$ cat config.mk
export PLATFORM = sky130hd
export DESIGN_NAME = im2_int_ctrl
export DESIGN_NICKNAME = d
export VERILOG_FILES = /design/src/rtl/im2_int_ctrl.sv
export SDC_FILE = /design/constraint.sdc
export NUM_CORES = 1
export LEC_CHECK = 0
export BUFFER_PORTS_ARGS = -buffer_cell sky130_fd_sc_hd__buf_2
export CAP_MARGIN = 15
export CORE_MARGIN = 3
export CORE_UTILIZATION = 50
export CTS_BUF_LIST = sky130_fd_sc_hd__clkbuf_4 sky130_fd_sc_hd__clkbuf_8
export CTS_CLUSTER_DIAMETER = 50
export CTS_CLUSTER_SIZE = 12
export DETAILED_ROUTE_END_ITERATION = 7
export PLACE_DENSITY_LB_ADDON = 0.25
export SYNTH_ARGS = -nofsm -noshare
export SYNTH_HDL_FRONTEND = slang
export SYNTH_SLANG_ARGS = --single-unit
$ cat constraint.sdc
create_clock -name clk -period 1.6 [get_ports clk]
set_input_delay 0.32 -clock clk [delete_from_list [all_inputs] [get_ports clk]]
set_output_delay 0.32 -clock clk [all_outputs]
set_load 0.05 [all_outputs]
$ cat src/rtl/im2_int_ctrl.sv
// -----------------------------------------------------------------------------
// im2_int_ctrl
//
// Z80 interrupt-mode-2 responder for the tv80s bus. Latches rising edges on
// up to NUM_SRC request lines, arbitrates them by fixed priority with nesting
// (index 0 highest), drives a registered int_n, answers the interrupt
// acknowledge cycle with a vector byte and retires the in-service source when
// it sees the CPU fetch RETI (ED 4D).
//
// Build option:
//   STATUS_READ_EN - when defined, I/O reads of CTRL_PORT return
//                    {in_service, pending} and reads of VEC_PORT return
//                    vec_base. When undefined, I/O reads are ignored.
//
// Ports:
//   clk         system clock, rising edge
//   reset       asynchronous, active-high reset
//   irq_req     request lines, synchronous to clk, rising-edge sensitive
//   m1_n        CPU M1
//   mreq_n      CPU MREQ
//   iorq_n      CPU IORQ
//   rd_n        CPU RD
//   wr_n        CPU WR
//   A           CPU address low byte
//   cpu_do      CPU data out (I/O writes)
//   bus_di      byte presented to CPU di (opcode snoop)
//   dout        data driven to the CPU during acknowledge / read
//   dout_en     dout valid; system muxes dout onto CPU di
//   int_n       interrupt request to CPU, active low, registered
//   in_service  in-service bits
//
// RETI snoop FSM:
//   state        | meaning
//   SNOOP_IDLE   | last committed opcode was not ED
//   SNOOP_GOT_ED | last committed opcode was ED; a 4D now completes RETI
// -----------------------------------------------------------------------------
module im2_int_ctrl #(
  parameter int         NUM_SRC   = 4,
  parameter logic [7:0] CTRL_PORT = 8'h20,
  parameter logic [7:0] VEC_PORT  = 8'h21
) (
  input  logic               clk,
  input  logic               reset,
  input  logic [NUM_SRC-1:0] irq_req,
  input  logic               m1_n,
  input  logic               mreq_n,
  input  logic               iorq_n,
  input  logic               rd_n,
  input  logic               wr_n,
  input  logic [7:0]         A,
  input  logic [7:0]         cpu_do,
  input  logic [7:0]         bus_di,
  output logic [7:0]         dout,
  output logic               dout_en,
  output logic               int_n,
  output logic [NUM_SRC-1:0] in_service
);

  localparam int IDXW = $clog2(NUM_SRC);

  localparam logic [7:0] OP_ED   = 8'hED;
  localparam logic [7:0] OP_RETI = 8'h4D;

  typedef enum logic {
    SNOOP_IDLE,
    SNOOP_GOT_ED
  } snoop_state_t;

  // ---------------------------------------------------------------------------
  // State
  // ---------------------------------------------------------------------------
  logic [NUM_SRC-1:0] pending;
  logic [NUM_SRC-1:0] mask;
  logic [NUM_SRC-1:0] irq_prev;
  logic [7:0]         vec_base;
  logic               inta_q;
  logic [IDXW-1:0]    ack_idx;
  logic               ack_valid;
  logic               fetch_q;
  logic [7:0]         op_q;
  snoop_state_t       snoop_state;
  snoop_state_t       snoop_next;

  // ---------------------------------------------------------------------------
  // Bus cycle decode
  // ---------------------------------------------------------------------------
  logic inta;
  logic inta_start;
  logic inta_end;
  logic io_wr;
  logic fetch;
  logic op_commit;

  assign inta       = !m1_n && !iorq_n;
  assign inta_start = inta && !inta_q;
  assign inta_end   = inta_q && !inta;
  assign io_wr      = !iorq_n && !wr_n && m1_n;
  assign fetch      = !m1_n && !mreq_n && !rd_n;
  // The opcode byte is only trusted once the fetch has completed.
  assign op_commit  = fetch_q && !fetch;

  // ---------------------------------------------------------------------------
  // Arbitration: any in-service source at or above a request's priority
  // blocks it, which gives nesting with fixed priority.
  // ---------------------------------------------------------------------------
  logic            win_valid;
  logic [IDXW-1:0] win_idx;
  logic            blocked;

  always_comb begin
    win_valid = 1'b0;
    win_idx   = '0;
    blocked   = 1'b0;
    for (int i = 0; i < NUM_SRC; i++) begin
      blocked = blocked | in_service[i];
      if (!blocked && !win_valid && pending[i] && mask[i]) begin
        win_valid = 1'b1;
        win_idx   = IDXW'(i);
      end
    end
  end

  // Lowest set in-service bit is the one a RETI retires (the innermost,
  // highest-priority handler).
  logic [NUM_SRC-1:0] is_lowest;
  logic               is_found;

  always_comb begin
    is_lowest = '0;
    is_found  = 1'b0;
    for (int i = 0; i < NUM_SRC; i++) begin
      if (in_service[i] && !is_found) begin
        is_lowest[i] = 1'b1;
        is_found     = 1'b1;
      end
    end
  end

  // ---------------------------------------------------------------------------
  // Pending / in-service update
  // ---------------------------------------------------------------------------
  logic [NUM_SRC-1:0] irq_rise;
  logic [NUM_SRC-1:0] ack_onehot;
  logic [NUM_SRC-1:0] ack_clr;
  logic [NUM_SRC-1:0] reti_clr;
  logic [NUM_SRC-1:0] pending_nxt;
  logic [NUM_SRC-1:0] in_service_nxt;
  logic               reti_hit;

  assign irq_rise       = irq_req & ~irq_prev;
  assign ack_onehot     = NUM_SRC'(1) << ack_idx;
  // A spurious acknowledge (no winner at INTA start) changes nothing.
  assign ack_clr        = (inta_end && ack_valid) ? ack_onehot : '0;
  assign reti_clr       = reti_hit ? is_lowest : '0;
  // A fresh edge on the acknowledged source in the same cycle must not be lost.
  assign pending_nxt    = (pending & ~ack_clr) | irq_rise;
  assign in_service_nxt = (in_service & ~reti_clr) | ack_clr;

  // ---------------------------------------------------------------------------
  // Data returned to the CPU
  // ---------------------------------------------------------------------------
  logic [7:0] vec_word;
  logic [7:0] dout_nxt;
  logic       dout_en_nxt;

  // win_idx is zero when there is no winner, so the spurious vector falls out
  // of the same expression.
  assign vec_word = {vec_base[7:IDXW+1], win_idx, 1'b0};

`ifdef STATUS_READ_EN
  logic       io_rd;
  logic       rd_hit;
  logic [7:0] status_word;

  assign io_rd       = !iorq_n && !rd_n && m1_n;
  assign rd_hit      = io_rd && ((A == CTRL_PORT) || (A == VEC_PORT));
  assign status_word = 8'({in_service, pending});
`else
  // Low vector-base bits are replaced by the index when the vector is formed.
  logic unused_vec_bits;
  assign unused_vec_bits = ^vec_base[IDXW:0];
`endif

  always_comb begin
    dout_nxt    = dout;
    dout_en_nxt = inta;
    if (inta_start) begin
      dout_nxt = vec_word;
    end
`ifdef STATUS_READ_EN
    if (rd_hit) begin
      dout_en_nxt = 1'b1;
      dout_nxt    = (A == CTRL_PORT) ? status_word : vec_base;
    end
`endif
  end

  // ---------------------------------------------------------------------------
  // Register file, request and acknowledge state
  // ---------------------------------------------------------------------------
  always_ff @(posedge clk or posedge reset) begin
    if (reset) begin
      pending    <= '0;
      in_service <= '0;
      mask       <= '1;
      vec_base   <= 8'h00;
      irq_prev   <= '0;
      inta_q     <= 1'b0;
      ack_idx    <= '0;
      ack_valid  <= 1'b0;
      int_n      <= 1'b1;
      dout       <= 8'h00;
      dout_en    <= 1'b0;
      fetch_q    <= 1'b0;
      op_q       <= 8'h00;
    end else begin
      irq_prev   <= irq_req;
      pending    <= pending_nxt;
      in_service <= in_service_nxt;
      inta_q     <= inta;
      int_n      <= !win_valid;
      dout       <= dout_nxt;
      dout_en    <= dout_en_nxt;
      fetch_q    <= fetch;

      if (inta_start) begin
        ack_idx   <= win_idx;
        ack_valid <= win_valid;
      end

      if (io_wr && (A == CTRL_PORT)) begin
        mask <= cpu_do[NUM_SRC-1:0];
      end
      if (io_wr && (A == VEC_PORT)) begin
        vec_base <= cpu_do;
      end

      if (fetch) begin
        op_q <= bus_di;
      end
    end
  end

  // ---------------------------------------------------------------------------
  // RETI snoop FSM
  // ---------------------------------------------------------------------------
  always_ff @(posedge clk or posedge reset) begin
    if (reset) begin
      snoop_state <= SNOOP_IDLE;
    end else begin
      snoop_state <= snoop_next;
    end
  end

  always_comb begin
    snoop_next = snoop_state;
    reti_hit   = 1'b0;
    if (op_commit) begin
      case (snoop_state)
        SNOOP_IDLE: begin
          if (op_q == OP_ED) begin
            snoop_next = SNOOP_GOT_ED;
          end
        end
        SNOOP_GOT_ED: begin
          if (op_q == OP_RETI) begin
            reti_hit   = 1'b1;
            snoop_next = SNOOP_IDLE;
          end else if (op_q == OP_ED) begin
            snoop_next = SNOOP_GOT_ED;
          end else begin
            snoop_next = SNOOP_IDLE;
          end
        end
        default: snoop_next = SNOOP_IDLE;
      endcase
    end
  end

endmodule

After elaboration in Yosys (flattened, before gate mapping)
Cells that the tools add are included.

Bits in registers: 46. Bits of input ports: 35. Output and inout port bits: 14. Logic and storage cells: 95.

Equal/unequal tests: 4. Shifts and indexed selects: 1. Muxes and demuxes: 21. Bitwise logic cells: 12. Reductions and logical operators: 44.

Operator list (count): logical AND 1 bit (25); logical NOT 1 bit (19); equality test 8 x 6 -> 1 bit, second input constant (2); two-way mux 1 bit (16); bitwise AND 4 bit (3); NOT 4 bit (3); equality test 8 x 7 -> 1 bit, second input constant (1); equality test 8 bit, second input constant (1); two-way mux 4 bit (2); OR 4 bit (2); two-way mux 2 bit (2); left shift 1 x 2 -> 4 bit, first input constant (1); OR 1 bit (3); case mux 1 bit (2 select lines) (1); NOT 1 bit (1).

Logic depth before layout (Yosys ltp)
Depth after elaboration: 20. Depth in mapped cells: 5. Depth with buffers taken out: 4.

Least setup slack after synthesis
OpenSTA, ideal clock, no wires.

Kind: reg2reg. Start point: register inta_q. End point: register dout[3]. Setup time: 0.125 ns. Arrival time: 1.363 ns. Required time: 1.475 ns. Slack: 0.112 ns. Stages on the path, launching flop included: 4. Path buffers: 1. Clock period less this slack: 1.488 ns. Cell sequence: dfrtp_1 > nor3_1 > buf_2 > mux2_2.

Longest elaborated chain between the ends: 2.

Ends and longest elaborated chain: from (decl) (line 76) `logic inta_q;`; from (signal assigned) (line 220) `inta_q <= inta;`; logical NOT 1 bit (line 95) `assign inta_start = inta && !inta_q;`; logical AND 1 bit (line 95); to (signal assigned) (line 222) `dout <= dout_nxt;`; to (decl) (line 53) `output logic [7:0] dout,`.

Every way passes these cells. A chain may end at the register's enable or synchronous reset.

Worst setup path in the final report
Start point: register op_q[4]. End point: register in_service[3].

Longest elaborated chain between the ends: 8.

Ends and longest elaborated chain: from (decl) (line 80) `logic [7:0] op_q;`; from (signal assigned) (line 239) `op_q <= bus_di;`; equality test 8 x 7 -> 1 bit (line 266) `if (op_q == OP_RETI) begin`; two-way mux 1 bit (line 266); two-way mux 1 bit (line 259) `case (snoop_state)`; two-way mux 1 bit (line 258) `if (op_commit) begin`; two-way mux 4 bit (line 154) `assign reti_clr = reti_hit ? is_lowest : '0;`; NOT 4 bit (line 157) `assign in_service_nxt = (in_service & ~reti_clr) | ack_clr;`; bitwise AND 4 bit (line 157); OR 4 bit (line 157); named net in_service_nxt[3] (line 147) `logic [NUM_SRC-1:0] in_service_nxt;`; to (signal assigned) (line 219) `in_service <= in_service_nxt;`; to (decl) (line 56) `output logic [NUM_SRC-1:0] in_service`.

The timed path passes the listed nets, and every way through them passes these cells.

==> impl_results.md <==
* Ys flop type: dfrtp_1
* Area share of the largest cell type after synthesis at 54.4%
* Initial DRC Count at 64
* DR pass1 iterations at 4
* # Max-Cap Violations at 0
* CP cell instances: nand4b_1 -> or4_4 -> o31ai_2 -> nand2_1
* Max Transition Viols Final at 0
* Worst Path Required at 1.85 ns
* Hold slack at 0.0785 ns
* Global-route wire length before repair at 5350 um
* Synth area leader: dfrtp_1
* Most common cell after layout, fill and taps aside: buf_2
* Synth Warn # at 0
* Initial Utilization at 53.4%
* Synth-to-Final Area Change at 22.2%
* Clock skew at 0.0100 ns
* Buf/Inv on CP at 0
* Part of the cycle the worst path needs at 91.2%
* Synth cell types at 32
* Routed Antenna Nets at 0
* Leak at 1.00 nW
* Critical-path top delay cell: or4_4
* Site Rows at 20
* Logic gate share of total power at 16.0%
* PostCTS Resize Cnt at 0
* Clock tree buffer depth at 2
* Largest family of logic cells by synthesized area: multiplexers
* Postcts setup bufs at 0
* Internal power at 0.00150 W
* Clock Power Share at 27.1%
* CP startpoint kind: flip-flop
* Final hold vios at 0
* Period minus WS final at 1.46 ns
* Post-synthesis xor/xnor area fraction at 0%
* N_diodes at 0
* Initial antenna violation count at 0
* Net switching fraction of the power at 27.8%
* Total CTS buffers at 5
* DP HPWL at 2400 um
* NetSw at 0.000580 W
* CP top delay family: simple AND/OR/NAND/NOR gates
* GR Overflow Total at 0
* H-tree depth at 2
* Post-Syn Area at 1660 sq um
* Hold buffers post-CTS at 0
* Final setup fails at 0
* Fraction of the mapped netlist area in simple logic gates at 12.5%
* Drt drc at 0
* Sequential area share after synthesis at 62.3%
* Post-synthesis adder-cell area fraction at 0%
* FMAX at 686 MHz
* Wirelength per Cell at 13.3 um
* WP data arrival at 1.71 ns
* CTS tree: yes
* Cells after Synth at 130
* Setup crit end kind: flip-flop
* Share of cells above drive strength 1 at 44.3%
* Largest stage delay, worst path at 0.54 ns
* Seq pwr share at 56.8%
* Largest fanout on the critical path at 4
* Setup tns final at 0 ns
* Mapped Nets at 165
* HP Class: primary input to asynchronous set/reset pin
* Compound-Gate Fraction of Synth Area at 7.25%
* CTS root buf: clkbuf_4
* DIE WIDTH at 63.6 um
* Status: completed
* Power density over the cells at 1030 nW/um^2
* Max IR drop VDD at 0.676 mV
* Asr flop ratio synth at 100%
* Die ar. at 4040 sq um
* TritonCTS Sinks at 41
* Post-synth EDFFs at 0
* Final net count at 219
* Die H at 63.6 um
* Drt total wl at 3060 um
* Crit Path Category: flip-flop to flip-flop
* Worst-skew pair later-pin latency at 0.35 ns
* Commonest non-fill, non-tap cells in the layout: 47 x buf_2, 36 x dfrtp_1, 15 x mux2_2, 12 x nand2_1, 9 x nor2_1
* Mux cell area share after synthesis at 15.0%
* GP Congestion at 0.808
* Clock transition at path regs at 0.12 ns
* Syn avg cell area at 12.7 sq um
* Vias per cell at 5.08
* Synth top area cells: dfrtp_1 54%, mux2_2 10%, dfstp_2 7.9%
* Core box area at 3100 sq um
* RSZ-0062 raised after global routing: false
* Vias in the first global route at 1168
* Synth Register Bits at 41
* I/O pins at 49
* Largest net degree at the start of global routing at 42
* IO buf count at 47
* Vias post-DR at 1163
* GRT Total Usage at 17.6%
## final cells by class
| type | count | area (sq um) |
|---|---|---|
| Timing Repair Buffer | 51 | 265 |
| Multi-Input combinational cell | 79 | 579 |
| Clock buffer | 7 | 65.1 |
| Fill cell | 287 | 1080 |
| Tap cell | 44 | 55.1 |
| Sequential cell | 41 | 1030 |
| Inverter | 6 | 22.5 |
| Clock inverter | 1 | 5.00 |
## tightest hold or removal path, cell delays in order
cell,delay (ns)
buf_2,0.10
inv_1,0.05
buf_4,0.41
## path summary, 6_finish.rpt
| kind | end | cells past startpoint | slack (ns) | start |
|---|---|---|---|---|
| worst max-delay path | in_service[3] | 4 | 0.14 | op_q[4] |
| worst min-delay path | vec_base[7] | 3 | 0.08 | reset |
| worst max register to register | in_service[3] | 4 | 0.14 | op_q[4] |
| worst min register to register | pending[2] | 1 | 0.42 | irq_prev[2] |
| max in group asynchronous | mask[0] | 3 | 1.16 | reset |
| min in group clk | irq_prev[3] | 1 | 0.08 | irq_req[3] |
## Yosys cell counts (all sizes together), types with 2 or more instances
library cell  count
a22o              2
buf               4
dfrtp            36
dfstp             5
inv               6
mux2             22
nand2            12
nand2b            3
nand4             3
nor2              9
nor3              4
o21ai             6
o31ai             3
## power groups by stage
| stage | Sequential, W | Combinational, W | Clock, W |
|---|---|---|---|
| 3_3_place_gp | 0.00120 | 0.000331 | 0 |
| 6_report | 0.00118 | 0.000334 | 0.000566 |
| 2_1_floorplan | 0.00129 | 0.000131 | 0 |
| 4_1_cts | 0.00119 | 0.000340 | 0.000594 |
| 5_1_grt | 0.00120 | 0.000365 | 0.000652 |
| 3_5_place_dp | 0.00120 | 0.000339 | 0 |
## per-stage QoR
step | total power (W) | cell area [sq um] | instances | util (%) | setup WS, ns
floorplan | 0.00142 | 1660 | 130 | - | 0.112
global placement | 0.00153 | 1950 | 221 | 63.0 | 0.0730
detailed placement | 0.00154 | 1950 | 221 | 63.0 | -0.00846
CTS | 0.00212 | 2020 | 229 | 65.2 | 0.119
global route | 0.00222 | 2020 | 229 | 65.2 | 0.0689
finish | 0.00208 | 2020 | 229 | 65.2 | 0.141
## sequential cells by signal, summed over array words and instances (netlist names), 4 cells and up
name	flops
dout	6
vec_base	5
in_service	4
op_q	8
mask	4
pending	4
irq_prev	4
## kinds of logic (layout without fill, tap and decap cells)
family | count (synthesis) | in the layout
compound gates | 17 | 17
buf+inv | 10 | 65
flops | 41 | 41
mux | 22 | 22
other cells | 1 | 1
simple gates | 39 | 39
## routing by layer
| layer | part of all wire [%] | track usage (%) |
|---|---|---|
| met1 | 41 | 20.6 |
| met2 | 51 | 28.9 |
| met3 | 6.3 | 6.77 |
| met4 | 2.1 | 7.28 |
| met5 | 0 | 0 |
No activity file was read; power rests on OpenSTA's default activity.
